$ cat src/rtl/cntr_arb_pkg.sv
// cntr_arb_pkg: shared types, constants and the round-robin pick helper for
// the run-counter arbiter.
//   state_t      - run sequencer states (IDLE, RUN, DONE)
//   MAX_CNT_DEF  - default hard ceiling on the counter value
//   rr_pick()    - first requesting index scanning from ptr+1 around to ptr
package cntr_arb_pkg;

  typedef enum logic [1:0] {
    IDLE,
    RUN,
    DONE
  } state_t;

  localparam int unsigned MAX_CNT_DEF = 3;

  // Widest requester vector the helper handles; narrower users zero-extend.
  localparam int unsigned RR_MAXREQ = 8;

  typedef struct packed {
    logic       valid;
    logic [2:0] idx;
  } rr_pick_t;

  // nreq is a constant at every call site, so the modulo folds away.
  function automatic rr_pick_t rr_pick(input logic [RR_MAXREQ-1:0] req,
                                       input logic [2:0]           ptr,
                                       input int unsigned          nreq);
    rr_pick_t    r;
    int unsigned idx;
    r   = '0;
    idx = 0;
    for (int unsigned i = 1; i <= RR_MAXREQ; i++) begin
      idx = (32'(ptr) + i) % nreq;
      if (i <= nreq && !r.valid && req[idx[2:0]]) begin
        r.valid = 1'b1;
        r.idx   = idx[2:0];
      end
    end
    return r;
  endfunction

endpackage

$ cat src/rtl/cntr_rr_arb.sv
// cntr_rr_arb: combinational round-robin picker.
//   req    - request vector, one bit per requester
//   ptr    - index of the last winner; the scan starts just after it
//   winner - index of the chosen requester (valid only when valid=1)
//   valid  - at least one request is present
module cntr_rr_arb
  import cntr_arb_pkg::*;
#(
  parameter int unsigned NREQ = 4
) (
  input  logic [NREQ-1:0]         req,
  input  logic [$clog2(NREQ)-1:0] ptr,
  output logic [$clog2(NREQ)-1:0] winner,
  output logic                    valid
);

  localparam int unsigned IW = $clog2(NREQ);

  rr_pick_t pick;

  always_comb begin
    pick   = rr_pick(RR_MAXREQ'(req), 3'(ptr), NREQ);
    winner = IW'(pick.idx);
    valid  = pick.valid;
  end

endmodule

$ cat src/rtl/cntr_run_arbiter.sv
// cntr_run_arbiter: grants one shared bounded run-counter to NREQ requesters
// in round-robin order and sequences each run (clear, count to limit, done).
//   clk       - system clock
//   reset_n   - asynchronous active-low reset
//   req       - level request per requester, held until done or abort
//   limit     - per-requester target count, slice i = limit[i*CW +: CW]
//   gnt       - one-hot grant, zero when no run is active
//   busy      - high while a run is in progress
//   cntr      - current counter value, never above MAX_CNT
//   done      - one-cycle pulse on normal run completion
//   done_id   - requester index of the completed run, valid with done
//   err_clamp - one-cycle pulse when a granted limit was clamped to MAX_CNT
module cntr_run_arbiter
  import cntr_arb_pkg::*;
#(
  parameter int unsigned NREQ    = 4,
  parameter int unsigned CW      = 4,
  parameter int unsigned MAX_CNT = MAX_CNT_DEF
) (
  input  logic                    clk,
  input  logic                    reset_n,
  input  logic [NREQ-1:0]         req,
  input  logic [NREQ*CW-1:0]      limit,
  output logic [NREQ-1:0]         gnt,
  output logic                    busy,
  output logic [CW-1:0]           cntr,
  output logic                    done,
  output logic [$clog2(NREQ)-1:0] done_id,
  output logic                    err_clamp
);

  localparam int unsigned    IW   = $clog2(NREQ);
  localparam logic [CW-1:0]  MAXV = CW'(MAX_CNT);

  state_t          state_q, state_n;
  logic [IW-1:0]   ptr_q, ptr_n, id_q, id_n, win, ptr_eff, done_id_n;
  logic            fresh_q, fresh_n, win_vld;
  logic [CW-1:0]   lim_q, lim_n, cntr_n, lim_win;
  logic [NREQ-1:0] gnt_n;
  logic            busy_n, done_n, err_n;
  logic [CW-1:0]   lim_arr [NREQ];

  always_comb begin
    for (int unsigned i = 0; i < NREQ; i++) lim_arr[i] = limit[i*CW +: CW];
  end

  // Right after reset the scan must start at index 0, so present the picker
  // with NREQ-1 as the last winner until the first grant is made.
  assign ptr_eff = fresh_q ? IW'(NREQ - 1) : ptr_q;

  cntr_rr_arb #(.NREQ(NREQ)) u_arb (
    .req    (req),
    .ptr    (ptr_eff),
    .winner (win),
    .valid  (win_vld)
  );

  assign lim_win = lim_arr[win];

  always_comb begin
    state_n   = state_q;
    ptr_n     = ptr_q;
    fresh_n   = fresh_q;
    id_n      = id_q;
    lim_n     = lim_q;
    cntr_n    = cntr;
    gnt_n     = gnt;
    busy_n    = busy;
    done_n    = 1'b0;
    done_id_n = '0;
    err_n     = 1'b0;
    case (state_q)
      IDLE: begin
        gnt_n  = '0;
        busy_n = 1'b0;
        cntr_n = '0;
        if (win_vld) begin
          state_n = RUN;
          id_n    = win;
          lim_n   = (lim_win > MAXV) ? MAXV : lim_win;
          err_n   = (lim_win > MAXV);
          gnt_n   = NREQ'(1) << win;
          busy_n  = 1'b1;
          ptr_n   = win;
          fresh_n = 1'b0;
        end
      end
      RUN: begin
        // Abort wins over completion when both happen on the same edge.
        if (!req[id_q]) begin
          state_n = IDLE;
          gnt_n   = '0;
          busy_n  = 1'b0;
          cntr_n  = '0;
        end else if (cntr == lim_q) begin
          state_n   = DONE;
          gnt_n     = '0;
          busy_n    = 1'b0;
          done_n    = 1'b1;
          done_id_n = id_q;
        end else begin
          cntr_n = cntr + CW'(1);
        end
      end
      DONE: begin
        state_n = IDLE;
        cntr_n  = '0;
      end
      default: state_n = IDLE;
    endcase
  end

  always_ff @(posedge clk or negedge reset_n) begin
    if (!reset_n) begin
      state_q   <= IDLE;
      ptr_q     <= '0;
      fresh_q   <= 1'b1;
      id_q      <= '0;
      lim_q     <= '0;
      cntr      <= '0;
      gnt       <= '0;
      busy      <= 1'b0;
      done      <= 1'b0;
      done_id   <= '0;
      err_clamp <= 1'b0;
    end else begin
      state_q   <= state_n;
      ptr_q     <= ptr_n;
      fresh_q   <= fresh_n;
      id_q      <= id_n;
      lim_q     <= lim_n;
      cntr      <= cntr_n;
      gnt       <= gnt_n;
      busy      <= busy_n;
      done      <= done_n;
      done_id   <= done_id_n;
      err_clamp <= err_n;
    end
  end

endmodule

$ cat config.mk
export PLATFORM = sky130hd
export DESIGN_NAME = cntr_run_arbiter
export DESIGN_NICKNAME = d
export VERILOG_FILES = /design/src/rtl/cntr_arb_pkg.sv /design/src/rtl/cntr_rr_arb.sv /design/src/rtl/cntr_run_arbiter.sv
export SDC_FILE = /design/constraint.sdc
export NUM_CORES = 1
export LEC_CHECK = 0
export CAP_MARGIN = 25
export CORE_ASPECT_RATIO = 1.75
export CORE_MARGIN = 4
export CORE_UTILIZATION = 48
export CTS_BUF_LIST = sky130_fd_sc_hd__clkbuf_8 sky130_fd_sc_hd__clkbuf_16
export CTS_CLUSTER_SIZE = 30
export DETAILED_ROUTE_END_ITERATION = 10
export MAX_ROUTING_LAYER = met4
export PLACE_DENSITY_LB_ADDON = 0.25
export SLEW_MARGIN = 20
export SYNTH_ARGS = -nofsm -noshare
export SYNTH_HDL_FRONTEND = slang
export SYNTH_SLANG_ARGS = --single-unit
$ cat constraint.sdc
create_clock -name clk -period 3.2 [get_ports clk]
set_clock_uncertainty 0.1 [all_clocks]
set_input_delay 0.48 -clock clk [delete_from_list [all_inputs] [get_ports clk]]
set_output_delay 0.48 -clock clk [all_outputs]
set_load 0.01 [all_outputs]
==> results of run 1 <==
==> worst reg2reg max path, stage by stage, from the launching register on <==
cell and delay, ps:
dfrtp_1 620, or3b_1 470, a211o_2 360, a211oi_1 260
or3_1 440, nor2_1 150, a22o_2 280
==> cells in the mapped netlist, types with 2 or more instances <==
cell	number	share of area [%]
dfrtp_1	21	39
nor2_1	10	2.8
nand2_1	9	2.5
o21ai_0	8	3.0
inv_1	7	1.9
a21oi_1	5	1.9
xor2_1	5	3.2
a211oi_1	4	2.2
and2_1	4	1.9
nand2b_1	4	1.9
a21o_1	3	1.7
nor3_1	3	1.1
a221oi_2	2	2.2
a22o_1	2	1.3
a22o_2	2	1.5
a22oi_1	2	1.1
a32o_1	2	1.5
and4bb_2	2	1.9
buf_2	2	0.74
clkbuf_8	2	2.0
nand4b_1	2	1.3
nor3b_1	2	1.1
nor4_1	2	0.93
nor4b_1	2	1.3
o22ai_1	2	0.93
or3_1	2	0.93
or4_1	2	1.1
==> path summary, 6_finish.rpt <==
path	startpoint	end	cells past startpoint	slack, ps
min in group asynchronous	reset_n	cntr[1]$_DFFE_PN0P_	1	470
max reg2reg	id_q[1]$_DFFE_PN0P_	gnt[2]$_DFFE_PN0P_	6	420
min reg2reg	busy$_DFFE_PN0P_	busy$_DFFE_PN0P_	2	400
max	req[3]	err_clamp$_DFF_PN0_	7	350
min	busy$_DFFE_PN0P_	busy$_DFFE_PN0P_	2	400
max in group asynchronous	reset_n	fresh_q$_DFFE_PN1P_	2	1950
==> layer usage <==
metal / up-vias / track usage, % / wire, um
met2: 37 / 34.1 / 1820
li1: 578 / - / -
met5: - / - / 0
met1: 560 / 20.5 / 1170
met4: 0 / 9.16 / 93
met3: 7 / 2.29 / 103
==> registers in the layout, summed over array words and instances (netlist names) <==
signal / flops
gnt: 4
fresh_q: 1
state_q: 2
busy: 1
id_q: 2
done_id: 2
cntr: 4
err_clamp: 1
lim_q: 4
done: 1
==> logic make-up (layout without fill, tap and decap cells) <==
logic type               count (synthesis)  in the layout  share of synthesized area (%)
flip-flops                              22             22                           40.8
adder cells (fa/ha/maj)                  1              1                          0.926
multiplexers                             2              2                           2.41
AO/OA/AOI/OAI                           41             41                           22.9
XOR/XNOR                                 5              5                           3.24
buffers and inverters                   14             48                           6.48
AND/OR/NAND/NOR                         52             52                           23.2
==> through the flow <==
step	util, %	cell area (sq um)
2_1_floorplan	-	1350
3_3_place_gp	62.4	1680
3_5_place_dp	62.4	1680
4_1_cts	65.1	1750
5_1_grt	65.5	1760
6_report	65.5	1760
==> report_power, final <==
part	internal (W)	total (W)	leakage (nW)	switching, W
logic	0.000311	0.000631	0.440	0.000321
clock network	0.000167	0.000257	0.0357	0.0000900
registers	0.000347	0.000440	0.282	0.0000928
==> cell type report <==
| class | instances | area [sq um] | area share [%] |
|---|---|---|---|
| flip-flops and latches | 22 | 552 | 31.3 |
| repair buffers | 37 | 367 | 20.8 |
| clock buffers | 3 | 41.3 | 2.34 |
| inverters | 7 | 26.3 | 1.49 |
| well taps | 27 | 33.8 | 1.92 |
| clock inverters | 1 | 30.0 | 1.70 |
| multi-input cells | 101 | 712 | 40.4 |
==> impl_metrics.json, run 1 <==
{
  "outcome": "complete, no violations",
  "num_vias": 1182,
  "die-area_sq_um": 3760,
  "relSlewSlack_pct": 59.3,
  "crit_fanout": 7,
  "track_usage_pct": 19.7,
  "initial_core_util_pct": 50.2,
  "die_width_um": 48.1,
  "ys_ff_latch": 22,
  "hold_viol_final": 0,
  "cts_tree": "built",
  "leakagePower_nw": 0.758,
  "rows": 25,
  "crit_arrival_ps": 2900,
  "post-place-ws_ps": 91.8,
  "dpl.hpwl_mm": 2.54,
  "tightest_slew_ps": 595,
  "routabilityCongestion": 0.842,
  "syn-num-nets": 160,
  "final_cells": 198,
  "p_per_area_nw_per_um2": 754,
  "setup_ws_ps": 353,
  "drive_above_1_share_pct": 11.1,
  "critPathRequiredTime_ps": 3250,
  "ys.warnings.count": 0,
  "drt_iter0_drc": 21,
  "path_class": "in2reg",
  "via_per_inst": 5.97,
  "ir_drop_mv": 0.366,
  "endpoint_kind": "flop",
  "finalNetCount": 195,
  "cp-start-kind": "primary input",
  "max_freq_mhz": 351,
  "mostFrequentLayoutCells": "clkdlybuf4s50_1 (34), dfrtp_1 (21), nor2_1 (10)",
  "dp.cells": 193,
  "synth_edf_count": 0,
  "final-max-slew-violation-count": 0,
  "wl_per_cell_um": 16.1,
  "ant_nets": 0,
  "final_common_cell": "clkdlybuf4s50_1",
  "clkTransAtPathRegs_ps": 80,
  "core-area_sq_um": 2690,
  "n_antenna_cell": 0,
  "path_cells": "clkdlybuf4s50_1 -> or2b_1 -> a22oi_1 -> a211oi_1 -> or4_1 -> nor2b_4 -> a32o_1",
  "area_delta_synth_final_pct": 30.4,
  "cts_max_level": 1,
  "synthFlopType": "dfrtp_1",
  "critical-path-top-delay-family": "simple AND/OR/NAND/NOR gates",
  "root_buffer": "clkbuf_8",
  "grt_max_degree": 23,
  "cts_hold_buf": 0,
  "slowest_stage": "or4_1",
  "numCtsBuffers": 3,
  "seq_area_frac_synth_pct": 40.8,
  "grt_pass1_wl_mm": 5.32,
  "critPathMaxStageDelay_ps": 660,
  "syn_area_per_cell_sq_um": 9.86,
  "n_fill_cell": 224,
  "synth_area_sq_um": 1350,
  "post_cts_buffers": 0,
  "rsz0062_at_grt": "no",
  "post-route-drc-count": 0,
  "ios": 35,
  "tns_ps": 0,
  "port_buffers": 34,
  "drtPass1Iterations": 5,
  "ys_types": 51,
  "cts_sinks": 22,
  "clock_latency_ps": 260,
  "grt_pass1_vias": 1201,
  "die_h_um": 78.2,
  "fin_total_pwr_w": 0.00133,
  "antenna_found_initial": 0,
  "hp-class": "reg2reg",
  "fin_crit_sh_pct": 89.0,
  "worst-path-buf-inv": 1,
  "synthCells": 137,
  "grt-ovfl-total": 0,
  "wirelength_mm": 3.18,
  "cts_repair_resize_count": 0,
  "drv_cap": 0,
  "setup_viol": 0,
  "holdWs_ps": 400,
  "fin_crit_ps": 2850,
  "synthArstFlopShare_pct": 100,
  "clock_path_buffers": 2
}
No activity file was read; power rests on OpenSTA's default activity.
==> inputs of run 2 (changes only) <==
--- a/config.mk
+++ b/config.mk
@@ -7,13 +7,13 @@
 export LEC_CHECK = 0
 export CAP_MARGIN = 25
 export CORE_ASPECT_RATIO = 1.75
-export CORE_MARGIN = 4
 export CORE_UTILIZATION = 48
-export CTS_BUF_LIST = sky130_fd_sc_hd__clkbuf_8 sky130_fd_sc_hd__clkbuf_16
+export CTS_BUF_LIST = sky130_fd_sc_hd__clkbuf_16
 export CTS_CLUSTER_SIZE = 30
 export DETAILED_ROUTE_END_ITERATION = 10
 export MAX_ROUTING_LAYER = met4
 export PLACE_DENSITY_LB_ADDON = 0.25
+export SETUP_SLACK_MARGIN = 0.15
 export SLEW_MARGIN = 20
 export SYNTH_ARGS = -nofsm -noshare
 export SYNTH_HDL_FRONTEND = slang
==> run 2 against run 1 <==
Net effect:
- first-iteration DRC count increased by 24%
- utilization grew 1.4 points
- power rose by 6.9%
- global-route usage rose by 3.4 points
- sequential share of layout area is 0.65 points lower
- critical path depth unchanged
- final cell count unchanged
- die area shrank 19%
- largest power group unchanged
- setup slack better by 36 ps
- count of clock-buffer cells in the layout is the same
- fmax grew 1.3%
- flip-flop and latch count stayed put
==> impl_metrics.json, run 2 (same netlist as run 1, synthesis figures left out) <==
{
  "port_buffers": 34,
  "leakagePower_nw": 0.775,
  "cts_sinks": 22,
  "die_width_um": 42.1,
  "top_regs": "cntr x4, gnt x4, lim_q x4",
  "fin_crit_ps": 2810,
  "antenna_found_initial": 0,
  "critPathRequiredTime_ps": 3240,
  "track_usage_pct": 23.1,
  "cts_max_level": 1,
  "clock_path_buffers": 2,
  "holdWs_ps": 365,
  "dpl.hpwl_mm": 2.46,
  "ios": 35,
  "fin_crit_sh_pct": 87.8,
  "rsz0062_at_grt": "no",
  "grt_max_degree": 23,
  "drtPass1Iterations": 4,
  "fin_total_pwr_w": 0.00142,
  "crit_fanout": 7,
  "cts_tree": "built",
  "relSlewSlack_pct": 58.9,
  "endpoint_kind": "flop",
  "root_buffer": "clkbuf_16",
  "outcome": "complete, no violations",
  "crit_arrival_ps": 2850,
  "numCtsBuffers": 3,
  "wirelength_mm": 3.12,
  "hp-class": "in2async",
  "setup_viol": 0,
  "grt_pass1_wl_mm": 5.22,
  "tightest_slew_ps": 611,
  "cts_repair_resize_count": 0,
  "tns_ps": 0,
  "final-max-slew-violation-count": 0,
  "ant_nets": 0,
  "cp-start-kind": "primary input",
  "final_util_pct": 66.9,
  "area_delta_synth_final_pct": 33.1,
  "initial_core_util_pct": 50.2,
  "p_per_area_nw_per_um2": 789,
  "n_antenna_cell": 0,
  "max_freq_mhz": 356,
  "hold_viol_final": 0,
  "grt-ovfl-total": 0,
  "clkTransAtPathRegs_ps": 60,
  "finalNetCount": 195,
  "drt_iter0_drc": 26,
  "final_common_cell": "clkdlybuf4s50_1",
  "clock_latency_ps": 250,
  "wl_per_cell_um": 15.8,
  "grt_pass1_vias": 1241,
  "ir_drop_mv": 0.423,
  "rows": 25,
  "routabilityCongestion": 0.736,
  "n_fill_cell": 222,
  "cts_hold_buf": 0,
  "num_vias": 1200,
  "die_h_um": 72.2,
  "core-area_sq_um": 2690,
  "drive_above_1_share_pct": 11.1,
  "path_class": "in2reg",
  "via_per_inst": 6.06,
  "post_cts_buffers": 0,
  "mostFrequentLayoutCells": "clkdlybuf4s50_1 (34), dfrtp_1 (21), nor2_1 (10)",
  "drv_cap": 0,
  "post-route-drc-count": 0,
  "die-area_sq_um": 3040
}
run 2: cell counts in the layout (fill, tap and decap cells not counted):
Identical to the previous run, type by type.
run 2: layout make-up:
cell class | instances | area, sq um | area share [%]
clock inverters | 1 | 30.0 | 1.67
repair buffers | 37 | 370 | 20.6
clock buffers | 3 | 75.1 | 4.17
flip-flops and latches | 22 | 552 | 30.7
well taps | 27 | 33.8 | 1.88
inverters | 7 | 26.3 | 1.46
multi-input cells | 101 | 712 | 39.6
run 2: worst max-delay path, stage by stage:
cell,delay [ps]
clkdlybuf4s50_1,580
or2b_1,270
a22oi_1,260
a211oi_1,130
or4_1,650
nor2b_4,200
a32o_1,270
run 2: worst paths after layout:
path / start / endpoint / slack (ps) / cells after the start
hold reg to reg: busy$_DFFE_PN0P_ / busy$_DFFE_PN0P_ / 400 / 2
setup reg to reg: id_q[1]$_DFFE_PN0P_ / gnt[2]$_DFFE_PN0P_ / 460 / 6
setup / recovery: req[3] / err_clamp$_DFF_PN0_ / 390 / 7
hold / removal: reset_n / cntr[1]$_DFFE_PN0P_ / 360 / 1
min in group clk: busy$_DFFE_PN0P_ / busy$_DFFE_PN0P_ / 400 / 2
max in group asynchronous: reset_n / lim_q[2]$_DFFE_PN0P_ / 2240 / 2
run 2: through the flow:
| step | setup slack [ps] | std cells | area [sq um] |
|---|---|---|---|
| global placement | 223 | 193 | 1680 |
| CTS | 400 | 197 | 1780 |
| global route | 230 | 198 | 1800 |
| floorplan | 880 | 137 | 1350 |
| detailed placement | 135 | 193 | 1680 |
| finish | 389 | 198 | 1800 |
run 2: layer usage:
layer  global-route usage (%)  part of all wire, %
met5                        -                    0
met1                     22.5                   36
met4                     12.5                  2.9
met3                     1.74                  1.9
met2                     43.9                   59
run 2: report_power, final:
part           internal (W)  switching [W]  total (W)
logic              0.000311       0.000324   0.000634
clock network      0.000248      0.0000949   0.000343
registers          0.000348      0.0000942   0.000442
total              0.000907       0.000513    0.00142
==> inputs of run 3 (changes only) <==
==> constraint.sdc (replaced) <==
create_clock -name clk -period 3.1 [get_ports clk]
set_clock_uncertainty 0.1 [all_clocks]
set_input_delay 0.465 -clock clk [delete_from_list [all_inputs] [get_ports clk]]
set_output_delay 0.465 -clock clk [all_outputs]
set_load 0.01 [all_outputs]
==> run 3 against run 2 <==
Net effect:
- utilization decreased by 0.33 points
- die area unchanged
- sequential power decreased by 1%
- power decreased by 0.52%
- sequential share of layout area increased by 0.15 points
- count of clock-buffer cells in the layout unchanged
- cell area decreased by 0.49%
- critical endpoint is now gnt[0]$_DFFE_PN0P_
==> impl_metrics.json, run 3 (same netlist as run 1, synthesis figures left out) <==
{
  "outcome": "complete, no violations",
  "critPathRequiredTime_ps": 3140,
  "final-max-slew-violation-count": 0,
  "final_common_cell": "clkdlybuf4s50_1",
  "die_h_um": 72.2,
  "cts_sinks": 22,
  "ios": 35,
  "die-area_sq_um": 3040,
  "die_width_um": 42.1,
  "clock_path_buffers": 2,
  "via_per_inst": 6.08,
  "n_antenna_cell": 0,
  "top_regs": "cntr x4, gnt x4, lim_q x4",
  "cts_tree": "built",
  "ir_drop_mv": 0.481,
  "core-area_sq_um": 2690,
  "worstSetupStartpoint": "req[3]",
  "initial_core_util_pct": 50.2,
  "max_freq_mhz": 364,
  "fin_total_pwr_w": 0.00141,
  "grt-ovfl-total": 0,
  "wirelength_mm": 3.30,
  "finalInstanceArea_sq_um": 1790,
  "finalNetCount": 196,
  "clock_latency_ps": 250,
  "mostFrequentLayoutCells": "clkdlybuf4s50_1 (34), dfrtp_1 (21), nor2_1 (10)",
  "track_usage_pct": 23.6,
  "hp-class": "in2async",
  "grt_pass1_wl_mm": 5.44,
  "root_buffer": "clkbuf_16",
  "post-route-drc-count": 0,
  "drive_above_1_share_pct": 12.2,
  "hold_viol_final": 0,
  "crit_fanout": 7,
  "relSlewSlack_pct": 59.0,
  "cts_max_level": 1,
  "clkTransAtPathRegs_ps": 60,
  "antenna_found_initial": 0,
  "port_buffers": 34,
  "dpl.hpwl_mm": 2.40,
  "r2r_cells": 6,
  "rr_startpoint": "id_q[0]$_DFFE_PN0P_",
  "leakagePower_nw": 0.768,
  "cts_hold_buf": 0,
  "setup_viol": 0,
  "p_per_area_nw_per_um2": 789,
  "drtPass1Iterations": 4,
  "crit_arrival_ps": 2790,
  "grt_pass1_vias": 1182,
  "numCtsBuffers": 3,
  "wl_per_cell_um": 16.6,
  "rsz0062_at_grt": "no",
  "num_vias": 1209,
  "tns_ps": 0,
  "routabilityCongestion": 0.728,
  "grt_max_degree": 23,
  "placed_area_sq_um": 1690,
  "path_class": "in2reg",
  "tightest_slew_ps": 599,
  "rows": 25,
  "cp-start-kind": "primary input",
  "final_util_pct": 66.6,
  "final_cells": 199,
  "drv_cap": 0,
  "rrSetupSlack_ps": 400,
  "fin_crit_sh_pct": 88.6,
  "endpoint_kind": "flop",
  "fin_crit_ps": 2750,
  "ant_nets": 0,
  "dp.cells": 194,
  "area_delta_synth_final_pct": 32.5,
  "drt_iter0_drc": 15
}
## run 3: cell count changes in the layout (fill, tap and decap cells not counted)
| cell | change |
|---|---|
| or3_1 | -1 |
| buf_4 | +1 |
| clkinv_1 | +1 |
| bufinv_16 | -1 |
| a22oi_2 | +1 |
| or3_4 | +1 |
| a22oi_1 | -1 |
## run 3: path summary, 6_finish.rpt
path,endpoint
worst max-delay path,gnt[0]$_DFFE_PN0P_
worst min-delay path,cntr[0]$_DFFE_PN0P_
worst max register to register,lim_q[0]$_DFFE_PN0P_
worst min register to register,busy$_DFFE_PN0P_
max in group asynchronous,fresh_q$_DFFE_PN1P_
min in group clk,busy$_DFFE_PN0P_
## run 3: through the flow
stage	hold WS, ps	setup slack, ps
floorplan	69.4	795
global placement	375	140
detailed placement	384	15.1
CTS	409	273
global route	375	184
finish	349	355
## run 3: power by group
group	total, W	internal, W	leakage, nW	switching (W)
combinational	0.000703	0.000338	0.447	0.000365
sequential	0.000437	0.000360	0.282	0.0000776
clock	0.000273	0.000172	0.0385	0.000100
## run 3: timing repair
action,4_1_cts,5_1_grt
setup endpoints to repair,0,4
hold endpoints to repair,0,0
setup buffers,0,0
gates resized for setup,0,2
## run 3: area by class of cell
class                      count  area (sq um)
sequential                    22           552
clock inverter                 1          3.75
inverter                       7          26.3
timing repair buffer          38           378
fill                         214           900
tap                           27          33.8
clock buffer                   3          75.1
multi-input combinational    101           722
## run 3: routing by layer
layer	part of all wire [%]	vias to the layer above	global-route usage (%)
met2	58	31	42.9
met3	2.1	5	1.74
li1	-	579	-
met4	1.8	0	9.38
met1	38	594	26.4
met5	0	-	-
## run 3: worst max-delay path: stages
cell and delay, ps:
clkdlybuf4s50_1 590, or2b_1 280, a22oi_2 200, a211oi_1 140, or4_1 660, nor2b_4 200, a22o_2 250
